**src/rtl/iob_ila_dump_pkg.sv**
```systemverilog
// Shared constants for the ILA dump controller: FSM encoding and write strobes.
package iob_ila_dump_pkg;

  localparam logic [2:0] ST_IDLE   = 3'd0;
  localparam logic [2:0] ST_RD_NS  = 3'd1;
  localparam logic [2:0] ST_WT_NS  = 3'd2;
  localparam logic [2:0] ST_WR_IDX = 3'd3;
  localparam logic [2:0] ST_WR_SEL = 3'd4;
  localparam logic [2:0] ST_RD_DAT = 3'd5;
  localparam logic [2:0] ST_WT_DAT = 3'd6;
  localparam logic [2:0] ST_PUSH   = 3'd7;

  // INDEX is a 16-bit register, SIGNAL_SELECT an 8-bit one.
  localparam logic [3:0] WSTRB_INDEX = 4'b0011;
  localparam logic [3:0] WSTRB_SEL   = 4'b0001;

endpackage

```
**src/rtl/iob_ila_dump_master.sv**
```systemverilog
// Single-outstanding IOb-Native request issuer shared by every request state.
// A one-cycle req launches a transaction; address, data and strobe are frozen
// in registers until the slave accepts, then valid drops on the next cycle.
module iob_ila_dump_master #(
  parameter int ADDR_W = 5,
  parameter int DATA_W = 32
) (
  input  logic                clk,
  input  logic                cke,
  input  logic                arst_n,
  input  logic                req,
  input  logic [ADDR_W-1:0]   req_addr,
  input  logic [DATA_W-1:0]   req_wdata,
  input  logic [DATA_W/8-1:0] req_wstrb,
  output logic                m_avalid,
  output logic [ADDR_W-1:0]   m_addr,
  output logic [DATA_W-1:0]   m_wdata,
  output logic [DATA_W/8-1:0] m_wstrb,
  input  logic                m_ready,
  output logic                accepted
);

  assign accepted = m_avalid & m_ready;

  // Hold the request registered until the handshake, accept a new one only when idle.
  always_ff @(posedge clk or negedge arst_n) begin
    if (!arst_n) begin
      m_avalid <= 1'b0;
      m_addr   <= '0;
      m_wdata  <= '0;
      m_wstrb  <= '0;
    end else if (cke) begin
      if (m_avalid) begin
        if (m_ready) m_avalid <= 1'b0;
      end else if (req) begin
        m_avalid <= 1'b1;
        m_addr   <= req_addr;
        m_wdata  <= req_wdata;
        m_wstrb  <= req_wstrb;
      end
    end
  end

endmodule

```
**src/rtl/iob_ila_dump_ctrl.sv**
```systemverilog
// Autonomous ILA sample-buffer readout: reads N_SAMPLES, then for every sample
// and slice writes INDEX / SIGNAL_SELECT, reads SAMPLE_DATA and streams it out.
module iob_ila_dump_ctrl
  import iob_ila_dump_pkg::*;
#(
  parameter int ADDR_W             = 5,
  parameter int DATA_W             = 32,
  parameter int BUFFER_W           = 10,
  parameter int N_WORDS            = 1,
  parameter int ADDR_N_SAMPLES     = 'h14,
  parameter int ADDR_INDEX         = 'h10,
  parameter int ADDR_SIGNAL_SELECT = 'h12,
  parameter int ADDR_SAMPLE_DATA   = 'h18
) (
  input  logic                clk_i,
  input  logic                cke_i,
  input  logic                arst_n_i,
  input  logic                start_i,
  input  logic                abort_i,
  output logic                busy_o,
  output logic                done_o,
  output logic                aborted_o,
  output logic                m_avalid_o,
  output logic [ADDR_W-1:0]   m_addr_o,
  output logic [DATA_W-1:0]   m_wdata_o,
  output logic [DATA_W/8-1:0] m_wstrb_o,
  input  logic                m_ready_i,
  input  logic                m_rvalid_i,
  input  logic [DATA_W-1:0]   m_rdata_i,
  output logic                s_valid_o,
  output logic [DATA_W-1:0]   s_data_o,
  output logic                s_last_o,
  input  logic                s_ready_i,
  output logic [BUFFER_W-1:0] s_index_o
);

  localparam int         STRB_W = DATA_W / 8;
  localparam logic [7:0] W_LAST = 8'(N_WORDS - 1);

  logic [2:0]          state;
  logic [BUFFER_W-1:0] idx;
  logic [BUFFER_W-1:0] n;
  logic [7:0]          w;
  logic                req_sent;
  logic                n_loaded;
  logic                abort_pend;
  logic                abort_any;
  logic                last_word;
  logic                last_sample;
  logic                is_req_state;
  logic                req;
  logic                accepted;
  logic [ADDR_W-1:0]   req_addr;
  logic [DATA_W-1:0]   req_wdata;
  logic [STRB_W-1:0]   req_wstrb;

  assign abort_any   = abort_pend | abort_i;
  assign last_word   = (w == W_LAST);
  assign last_sample = (idx == (n - BUFFER_W'(1)));

  // Request contents per state; a request launches once per state visit unless an abort is pending.
  always_comb begin
    req_addr     = '0;
    req_wdata    = '0;
    req_wstrb    = '0;
    is_req_state = 1'b1;
    case (state)
      ST_RD_NS:  req_addr = ADDR_W'(ADDR_N_SAMPLES);
      ST_WR_IDX: begin
        req_addr  = ADDR_W'(ADDR_INDEX);
        req_wdata = DATA_W'(idx);
        req_wstrb = STRB_W'(WSTRB_INDEX);
      end
      ST_WR_SEL: begin
        req_addr  = ADDR_W'(ADDR_SIGNAL_SELECT);
        req_wdata = DATA_W'(w);
        req_wstrb = STRB_W'(WSTRB_SEL);
      end
      ST_RD_DAT: req_addr = ADDR_W'(ADDR_SAMPLE_DATA);
      default:   is_req_state = 1'b0;
    endcase
    req = is_req_state & ~req_sent & ~abort_any;
  end

  iob_ila_dump_master #(
    .ADDR_W(ADDR_W),
    .DATA_W(DATA_W)
  ) u_master (
    .clk       (clk_i),
    .cke       (cke_i),
    .arst_n    (arst_n_i),
    .req       (req),
    .req_addr  (req_addr),
    .req_wdata (req_wdata),
    .req_wstrb (req_wstrb),
    .m_avalid  (m_avalid_o),
    .m_addr    (m_addr_o),
    .m_wdata   (m_wdata_o),
    .m_wstrb   (m_wstrb_o),
    .m_ready   (m_ready_i),
    .accepted  (accepted)
  );

  // Sequencer: walks samples and slices, aborting only between transactions.
  // The sample count is registered before it is tested, so an empty buffer
  // returns to IDLE two cycles after its read data arrives.
  always_ff @(posedge clk_i or negedge arst_n_i) begin
    if (!arst_n_i) begin
      state      <= ST_IDLE;
      idx        <= '0;
      n          <= '0;
      w          <= '0;
      req_sent   <= 1'b0;
      n_loaded   <= 1'b0;
      abort_pend <= 1'b0;
      busy_o     <= 1'b0;
      done_o     <= 1'b0;
      aborted_o  <= 1'b0;
      s_valid_o  <= 1'b0;
      s_data_o   <= '0;
      s_last_o   <= 1'b0;
      s_index_o  <= '0;
    end else if (cke_i) begin
      done_o <= 1'b0;
      if (state != ST_IDLE && abort_i) abort_pend <= 1'b1;
      case (state)
        ST_IDLE: begin
          if (start_i) begin
            state      <= ST_RD_NS;
            busy_o     <= 1'b1;
            idx        <= '0;
            w          <= '0;
            aborted_o  <= 1'b0;
            abort_pend <= 1'b0;
            req_sent   <= 1'b0;
            n_loaded   <= 1'b0;
          end
        end
        ST_RD_NS, ST_WR_IDX, ST_WR_SEL, ST_RD_DAT: begin
          if (!req_sent) begin
            if (abort_any) begin
              state      <= ST_IDLE;
              busy_o     <= 1'b0;
              done_o     <= 1'b1;
              aborted_o  <= 1'b1;
              abort_pend <= 1'b0;
            end else begin
              req_sent <= 1'b1;
            end
          end else if (accepted) begin
            req_sent <= 1'b0;
            case (state)
              ST_RD_NS:  state <= ST_WT_NS;
              ST_WR_IDX: state <= ST_WR_SEL;
              ST_WR_SEL: state <= ST_RD_DAT;
              default:   state <= ST_WT_DAT;
            endcase
          end
        end
        ST_WT_NS: begin
          if (!n_loaded) begin
            if (m_rvalid_i) begin
              n        <= m_rdata_i[BUFFER_W-1:0];
              n_loaded <= 1'b1;
            end
          end else begin
            n_loaded <= 1'b0;
            if (abort_any) begin
              state      <= ST_IDLE;
              busy_o     <= 1'b0;
              done_o     <= 1'b1;
              aborted_o  <= 1'b1;
              abort_pend <= 1'b0;
            end else if (n == '0) begin
              state  <= ST_IDLE;
              busy_o <= 1'b0;
              done_o <= 1'b1;
            end else begin
              state <= ST_WR_IDX;
            end
          end
        end
        ST_WT_DAT: begin
          if (m_rvalid_i) begin
            if (abort_any) begin
              state      <= ST_IDLE;
              busy_o     <= 1'b0;
              done_o     <= 1'b1;
              aborted_o  <= 1'b1;
              abort_pend <= 1'b0;
            end else begin
              state     <= ST_PUSH;
              s_valid_o <= 1'b1;
              s_data_o  <= m_rdata_i;
              s_index_o <= idx;
              s_last_o  <= last_sample & last_word;
            end
          end
        end
        ST_PUSH: begin
          if (s_ready_i) begin
            s_valid_o <= 1'b0;
            s_last_o  <= 1'b0;
            if (abort_any) begin
              state      <= ST_IDLE;
              busy_o     <= 1'b0;
              done_o     <= 1'b1;
              aborted_o  <= 1'b1;
              abort_pend <= 1'b0;
            end else if (!last_word) begin
              w     <= w + 8'd1;
              state <= ST_WR_SEL;
            end else if (!last_sample) begin
              w     <= '0;
              idx   <= idx + BUFFER_W'(1);
              state <= ST_WR_IDX;
            end else begin
              state  <= ST_IDLE;
              busy_o <= 1'b0;
              done_o <= 1'b1;
            end
          end
        end
        default: state <= ST_IDLE;
      endcase
    end
  end

endmodule

```
**config.mk**
```make
export PLATFORM = sky130hd
export DESIGN_NAME = iob_ila_dump_ctrl
export DESIGN_NICKNAME = d
export VERILOG_FILES = /design/src/rtl/iob_ila_dump_pkg.sv /design/src/rtl/iob_ila_dump_master.sv /design/src/rtl/iob_ila_dump_ctrl.sv
export SDC_FILE = /design/constraint.sdc
export NUM_CORES = 1
export LEC_CHECK = 0
export CAP_MARGIN = 20
export CELL_PAD_IN_SITES_DETAIL_PLACEMENT = 1
export CELL_PAD_IN_SITES_GLOBAL_PLACEMENT = 1
export CORE_ASPECT_RATIO = 1.75
export CORE_MARGIN = 2
export CORE_UTILIZATION = 37
export CTS_CLUSTER_DIAMETER = 50
export DETAILED_ROUTE_END_ITERATION = 8
export PLACE_DENSITY = 0.75
export REMOVE_ABC_BUFFERS = 1
export SLEW_MARGIN = 20
export SYNTH_ARGS = -nofsm -noshare
export SYNTH_HDL_FRONTEND = slang
export SYNTH_HIERARCHICAL = 1
export SYNTH_SLANG_ARGS = --single-unit
```
**constraint.sdc**
```tcl
create_clock -name clk_i -period 2.4 [get_ports clk_i]
set_input_delay 0.48 -clock clk_i [delete_from_list [all_inputs] [get_ports clk_i]]
set_output_delay 0.48 -clock clk_i [all_outputs]
set_load 0.01 [all_outputs]
```
* Yosys cells after proc, flatten, opt, wreduce, memory -nomap -nowiden
Cells that the tools add are included.
** Storage, ports and cells
- Flip-flop bits (word level) :: 123
- Latch bits :: 0
- Memory bits (writable) :: 0
- ROM bits :: 0
- Output and inout port bits :: 89
- Memories kept :: 0
** Operators by class
- Add/subtract/negate cells :: 3
- $mul :: 0
- Div/mod/pow operators :: 0
- Magnitude comparators :: 0
- Eq/ne operators :: 23
- Shift-type cells :: 0
- Mux-type cells :: 86
- Bitwise gates (word level) :: 9
- Reductions and logical operators :: 21
** Operator list (count)
- two-way mux 10 bit :: 5
- two-way mux 1 bit :: 48
- two-way mux 8 bit :: 5
- case mux 10 bit (2 select lines) :: 2
- two-way mux 3 bit :: 10
- case mux 5 bit (4 select lines) :: 1
- inequality test 2 bit (second input constant) :: 9
- case mux 8 bit (2 select lines) :: 1
- case mux 1 bit (5 select lines) :: 3
- case mux 3 bit (5 select lines) :: 1
- AND reduction 7 bit :: 2
- equality test 3 bit (second input constant) :: 4
- inequality test 3 bit (second input constant) :: 4
- AND reduction 6 bit :: 2
- adder 10 x 1 -> 10 bit (second input constant) :: 1
- equality test 10 bit :: 1
- zero test 10 bit :: 1
- subtractor 10 x 1 -> 10 bit (second input constant) :: 1
- case mux 3 bit (3 select lines) :: 1
- AND reduction 3 bit :: 3
- AND reduction 9 bit :: 1
- adder 8 x 1 -> 8 bit (second input constant) :: 1
- zero test 8 bit :: 1
- case mux 1 bit (2 select lines) :: 4
- 17 further kinds :: 30

* Logic depth before layout (Yosys ltp)
Gate-level depths: netlist of the first run.
- Depth after elaboration :: 7
- Mapped depth :: 10

* Modules after synthesis
Netlist of the first run, hierarchy kept.
** Modules (own cells, without submodules)
- iob_ila_dump_ctrl :: times used 1, cells an instance 374, area each 4115.2 um^2
- iob_ila_dump_master :: times used 1, cells an instance 91, area each 1744.2 um^2

* Least setup slack after synthesis of the first run
Ideal clock, no wire load.
- Path kind :: reg-to-reg
- Start :: reg w[0]
- End :: reg idx[8]
- Setup time :: 136 ps
- Arrival time :: 2385 ps
- Path slack :: -121 ps
- Cell stages (with the launch flop) :: 9
- Path buffers :: 0
- Cells stage by stage :: dfrtp_1 inv_1 ha_1 or4b_4 nor4_4 o221ai_2 or4_4 o31a_1 a2bb2oi_1
** Between the ends
- Cells in the longest elaborated chain, start to end :: 3
** Ends and longest elaborated chain
- from (decl) :: line iob_ila_dump_ctrl.sv:43 : logic [7:0] w;
- from (signal assigned) :: line iob_ila_dump_ctrl.sv:211 : w <= w + 8'd1;
- zero test 8 bit :: line iob_ila_dump_ctrl.sv:58 : assign last_word = (w == W_LAST);
- inequality test 2 bit (no line)
- AND reduction 7 bit (no line)
- to (signal assigned) :: line iob_ila_dump_ctrl.sv:215 : idx <= idx + BUFFER_W'(1);
- to (decl) :: line iob_ila_dump_ctrl.sv:41 : logic [BUFFER_W-1:0] idx;
Every way passes these cells.
A chain may end at the register's enable or synchronous reset.

* Worst setup path after layout of the first run
- Start :: reg n[2]
- End :: reg idx[8]
** Between the ends
- Cells in the longest elaborated chain, start to end :: 4
** Ends and longest elaborated chain
- from (decl) :: line iob_ila_dump_ctrl.sv:42 : logic [BUFFER_W-1:0] n;
- from (signal assigned) :: line iob_ila_dump_ctrl.sv:163 : n <= m_rdata_i[BUFFER_W-1:0];
- subtractor 10 x 1 -> 10 bit :: line iob_ila_dump_ctrl.sv:59 : assign last_sample = (idx == (n - BUFFER_W'(1)));
- equality test 10 bit :: line iob_ila_dump_ctrl.sv:59
- inequality test 2 bit (no line)
- AND reduction 7 bit (no line)
Every way passes these cells.

==> metrics.cfg, run 1 <==
[route]
dr.pass1.iters = 4
postRouteAntennaNets = 0
wl_per_cell_um = 18.8
wl_um = 16400
vias = 4611
drc = 0
dr.first_iter.drc_count = 167
viasPerCell = 5.28

[synth]
yosys.area_share.adder_pct = 0.854
syn_area_um2 = 5860
synth_top_cell_area_share_pct = 52.5
synth_top_family_by_area = multiplexers
yosys-top-cells-count = dfrtp_1, mux2_2, mux2_4
synth_enable_flop_cells = 0
synthCells = 465
synth-seq-cells = 123
synth_xor_area_share_pct = 1.94
yosysTopAreaCell = dfrtp_1
synth-compound-area-share_pct = 8.69
synth.mux.area_fraction_pct = 21.4
yosysWarnings = 6
synth_area_leaders = dfrtp_1, mux2_4, mux2_2, a21oi_1, nand2_1
synthSimpleGateAreaFrac_pct = 11.5
ys_types = 57
synth_top_flop_cell = dfrtp_1
synth_most_common_cell = dfrtp_1
synth-async-reset-ratio_pct = 100
syn_area_per_cell_um2 = 12.6
yosysSeqAreaShare_pct = 52.5

[floorplan]
initial_utilization_pct = 37.9
row_count = 60
die_h_um = 170
die_x_um = 99.1
coreArea_um2 = 15500
ios = 129
die_area_um2 = 16900

[sta]
min_period_ns = 2.60
fin_ws_ns = -0.196
fin_skew_ns = 0.00715
setup_violations = 7
maxSlewHeadroom_pct = 37.5
worst_slew_pin_slew_ns = 0.925
drv_slew = 0
rsz0062_at_grt = yes
max_freq_mhz = 385
hold_viol = 0
period_share_pct = 108

[cts]
path_clk_slew_ns = 0.06
clock_latency_ns = 0.41
cts_buffer_depth = 2
htree_levels = 4
root_buffer = clkbuf_16
cts.sinks = 123
cts_made_buffers = 17
cts_tree = done

[grt]
grt-ovfl-total = 0
grt_use_total_pct = 19.8
grt_pass1_wl_um = 26300
grt_start_max_net_pins = 48
grt_pass1_vias = 5218
grt_antenna_before_repair = 0

[outcome]
violations = setup timing
status = finished, violations left

[place]
place_area_um2 = 7820
dp_hpwl_um = 11700
place_inst = 839
io_buffers = 128
place.gp.congestion = 0.879

[worst_setup_path]
end_kind = register
crit_fanout = 3
cp.required_ns = 2.68
path_class = reg -> reg
cp_data_arrival_time_ns = 2.87
start_kind = register

[power_and_ir_drop]
p_sw_w = 0.00298
p_sw_share_pct = 33.0
p_leak_nw = 3.99
power_frac_clock_pct = 27.1
intPower_w = 0.00605
power_frac_comb_pct = 39.3
seqPwrFrac_pct = 33.6
peakVddDrop_mv = 0.443
powerDensity_nw_per_um2 = 1050

[cells_and_area]
layout-drive-gt1-share_pct = 33.2
nNetsFinal = 718
fin_area_um2 = 8610
instances_no_fill = 873
diodes = 0
area_growth_pct = 46.9

[flow_run]
drv_cap = 0

[worst_hold_path]
hp-class = in -> async

cells in the final DEF (no fill, tap or decap), types with 5 or more instances in the layout:
cell type and count:
buf_4 50, clkdlybuf4s50_1 127, a21oi_1 20, a22o_1 9, nand2_1 28, o21ai_0 9, inv_1 15, xor2_1 5
xnor2_1 7, nand4_1 5, mux2_4 41, nor4_4 5, nand3_1 9, nor2_1 20, clkbuf_16 17, nor3_1 7
conb_1 25, mux2_2 54, clkinvlp_4 7, dfrtp_1 120
path summary, 6_finish.rpt:
path,startpoint,endpoint,slack (ns),depth (start not counted)
setup / recovery,n[2],idx[8],-0.20,8
hold / removal,arst_n_i,s_data_o[12],0.004,1
setup reg to reg,n[2],idx[8],-0.20,8
hold reg to reg,s_valid_o,s_valid_o,0.49,1
max in group asynchronous,arst_n_i,u_master/m_wdata[31],1.76,2
min in group clk_i,s_valid_o,s_valid_o,0.49,1
logic make-up after synthesis:
| kind of cell | Yosys count |
|---|---|
| adder cells (fa/ha/maj) | 4 |
| multiplexers | 98 |
| buffers and inverters | 36 |
| flip-flops | 123 |
| AND/OR/NAND/NOR | 116 |
| XOR/XNOR | 13 |
| AO/OA/AOI/OAI | 74 |
| other | 1 |
state kept, by name, indices dropped and copies added, names as in the netlist, 3 cells and up:
register	cells
s_data_o	32
w	8
u_master/m_wdata	32
state	3
s_index_o	10
u_master/m_addr	5
n	10
u_master/m_wstrb	4
idx	10
power groups by stage:
stage	logic [W]	clock network (W)	registers, W
floorplan	0.00149	0	0.00323
global placement	0.00320	0	0.00301
detailed placement	0.00330	0	0.00307
CTS	0.00348	0.00251	0.00304
global route	0.00381	0.00260	0.00312
finish	0.00355	0.00245	0.00303
what timing repair did:
action / CTS / global route
buffers inserted: 3 / 0
gates cloned: 0 / 0
endpoints found under the setup margin: 23 / 20
hold buffers: 0 / 0
gates resized for setup: 21 / 23
pin swaps: 9 / 19
worst max-delay path: stages (launching register included):
cell	delay [ns]
dfrtp_1	0.42
nor4_4	0.36
nand2_2	0.10
mux2_4	0.32
a31oi_4	0.19
nor4b_4	0.08
or4_4	0.52
o31a_1	0.31
a2bb2oi_1	0.15
layer usage:
| metal | vias up | wire, µm | global-route usage [%] |
|---|---|---|---|
| li1 | 2074 | - | - |
| met1 | 2329 | 5830 | 20.1 |
| met2 | 159 | 9230 | 36.7 |
| met3 | 49 | 643 | 4.44 |
| met4 | 0 | 696 | 11.0 |
| met5 | - | 0 | 0 |
metrics by stage:
stage	total power (W)	utilization (%)	hold WS (ns)	setup slack, ns	TNS, ns
CTS	0.00903	55.0	0.00940	-0.169	-0.216
detailed placement	0.00637	50.6	0.457	-0.226	-3.56
floorplan	0.00472	-	0.184	-3.32	-146.63
finish	0.00903	55.7	0.00402	-0.196	-0.572
global route	0.00952	55.7	0.0246	-0.278	-1.67
global placement	0.00621	50.6	0.449	-0.124	-0.506
cell type report:
type	instances	area, µm²
multi-input combinational	330	2880
clock inverter	13	119
fill	1622	6860
tap	186	233
clock buffer	19	453
inverter	16	60.1
sequential	123	3080
timing repair buffer	186	1790
(Power assumes the default switching activity.)
==> run 2, diff against run 1 <==
--- a/config.mk
+++ b/config.mk
@@ -12,6 +12,7 @@
 export CORE_MARGIN = 2
 export CORE_UTILIZATION = 37
 export CTS_CLUSTER_DIAMETER = 50
+export CTS_CLUSTER_SIZE = 28
 export DETAILED_ROUTE_END_ITERATION = 8
 export PLACE_DENSITY = 0.75
 export REMOVE_ABC_BUFFERS = 1
==> results of run 2 <==
No change in the layout: final DEF, timing and power equal those of run 1.
==> run 3, diff against run 2 <==
==> constraint.sdc (replaced) <==
create_clock -name clk_i -period 2.4 [get_ports clk_i]
set_input_delay 0.36 -clock clk_i [delete_from_list [all_inputs] [get_ports clk_i]]
set_output_delay 0.36 -clock clk_i [all_outputs]
set_load 0.01 [all_outputs]
==> run 3 against run 2 <==
The run still ends with setup timing left. Wire length fell by 0.92%. Via count decreased by 2.4%. Global-route usage increased by 0.17 points. Clock skew about the same. Fmax increased by 3.2%. Cell count grew 0.23%. Power rose by 2.2%. Combinational power hardly changed. Non-clock buffer count up 2. Register-to-register slack better by 0.08 ns. Critical path type unchanged. Largest cell class unchanged.
==> metrics.cfg, run 3 (synthesis results as in run 1) <==
[outcome]
status = finished, violations left
violations = setup timing

[grt]
grt_start_max_net_pins = 67
grt-ovfl-total = 0
grt_antenna_before_repair = 0
grt_pass1_vias = 5114
grt_pass1_wl_um = 26300
grt_use_total_pct = 20.0

[cells_and_area]
fin_util_pct = 55.6
fin_area_um2 = 8600
instances_no_fill = 875
area_growth_pct = 46.8
final_cell_mix = clkdlybuf4s50_1, dfrtp_1, mux2_2
diodes = 0
layout-drive-gt1-share_pct = 32.4
fillers = 1606
reg_top3 = s_data_o: 32 flops, u_master/m_wdata: 32 flops
nNetsFinal = 720
final_common_cell = clkdlybuf4s50_1

[floorplan]
die_h_um = 170
initial_utilization_pct = 37.9
coreArea_um2 = 15500
die_area_um2 = 16900
die_x_um = 99.1
row_count = 60
ios = 129

[place]
place.gp.congestion = 0.849
io_buffers = 128
place_area_um2 = 7820
place_inst = 837
place_ws_ns = -0.235
dp_hpwl_um = 11400

[power_and_ir_drop]
peakVddDrop_mv = 0.426
p_leak_nw = 4.03
powerDensity_nw_per_um2 = 1070

[worst_setup_path]
crit_path_start = n[0]
r2r_start = n[0]
crit_fanout = 3
cp_data_arrival_time_ns = 2.81
start_kind = register
cp.required_ns = 2.69
end_kind = register
path_class = reg -> reg

[sta]
drv_slew = 0
rsz0062_at_grt = yes
maxSlewHeadroom_pct = 57.4
hold_ws_ns = 0.481
worst_slew_pin_slew_ns = 0.630
hold_viol = 0
min_period_ns = 2.52
period_share_pct = 105
max_freq_mhz = 397
fin_skew_ns = 0.00758
setup_violations = 5
fin_ws_ns = -0.116

[cts]
cts_buffer_depth = 2
cts_tree = done
htree_levels = 4
clock_latency_ns = 0.42
cts_made_buffers = 17
root_buffer = clkbuf_16
cts.sinks = 123
path_clk_slew_ns = 0.06

[worst_hold_path]
hp-class = reg -> reg
worstHoldStart = s_valid_o

[route]
vias = 4502
postRouteAntennaNets = 0
dr.pass1.iters = 4
viasPerCell = 5.15
drc = 0
dr.first_iter.drc_count = 133
wl_per_cell_um = 18.6
wl_um = 16200

[flow_run]
drv_cap = 0

==> run 3: power by group <==
group / internal [W] / switching [W] / total (W)
logic: 0.00201 / 0.00157 / 0.00358
clock network: 0.00163 / 0.000991 / 0.00262
registers: 0.00260 / 0.000427 / 0.00303
total: 0.00624 / 0.00299 / 0.00923
==> run 3: per-layer routing <==
| layer | up-vias | routed length (µm) | global-route usage [%] |
|---|---|---|---|
| met5 | - | 0 | 0 |
| met4 | 0 | 539 | 10.3 |
| met3 | 35 | 584 | 3.94 |
| met2 | 117 | 9200 | 36.8 |
| met1 | 2272 | 5930 | 21.2 |
| li1 | 2078 | - | - |
==> run 3: repair_timing <==
item,4_1_cts,5_1_grt
buffers inserted,3,3
resized for setup,13,20
hold buffers,1,0
setup endpoints to repair,23,21
hold endpoints to repair,64,0
pin swaps,6,9
==> run 3: final timing paths <==
path                                 to  slack [ns]  depth (start not counted)
max                              idx[8]       -0.12                          8
min in group asynchronous  s_data_o[18]        0.54                          2
max in group asynchronous          n[1]        1.15                          3
min                           s_valid_o        0.48                          1
max reg2reg                      idx[8]       -0.12                          8
min reg2reg                   s_valid_o        0.48                          1
==> run 3: cell type report <==
type | instances | area [µm²] | share of cell area [%]
flip-flops and latches | 123 | 3080 | 35.8
multi-input cells | 330 | 2820 | 32.8
repair buffers | 188 | 1810 | 21.0
clock buffers | 17 | 425 | 4.94
well taps | 186 | 233 | 2.71
clock inverters | 15 | 175 | 2.04
inverters | 16 | 60.1 | 0.698
==> run 3: through the flow <==
step,TNS (ns),total power [W]
final,-0.297,0.00923
after global routing,-1.22,0.00972
after CTS,-0.352,0.00923
after detailed placement,-3.15,0.00642
after global placement,-0.436,0.00626
after floorplan,-146.63,0.00472
==> run 3: critical path, stage by stage, from the launching register on <==
cell,delay (ns)
dfrtp_2,0.44
nor4_4,0.35
nand2_2,0.11
mux2_4,0.32
a31oi_4,0.17
nor4b_4,0.07
or4_4,0.50
o31a_1,0.29
a2bb2oi_1,0.14
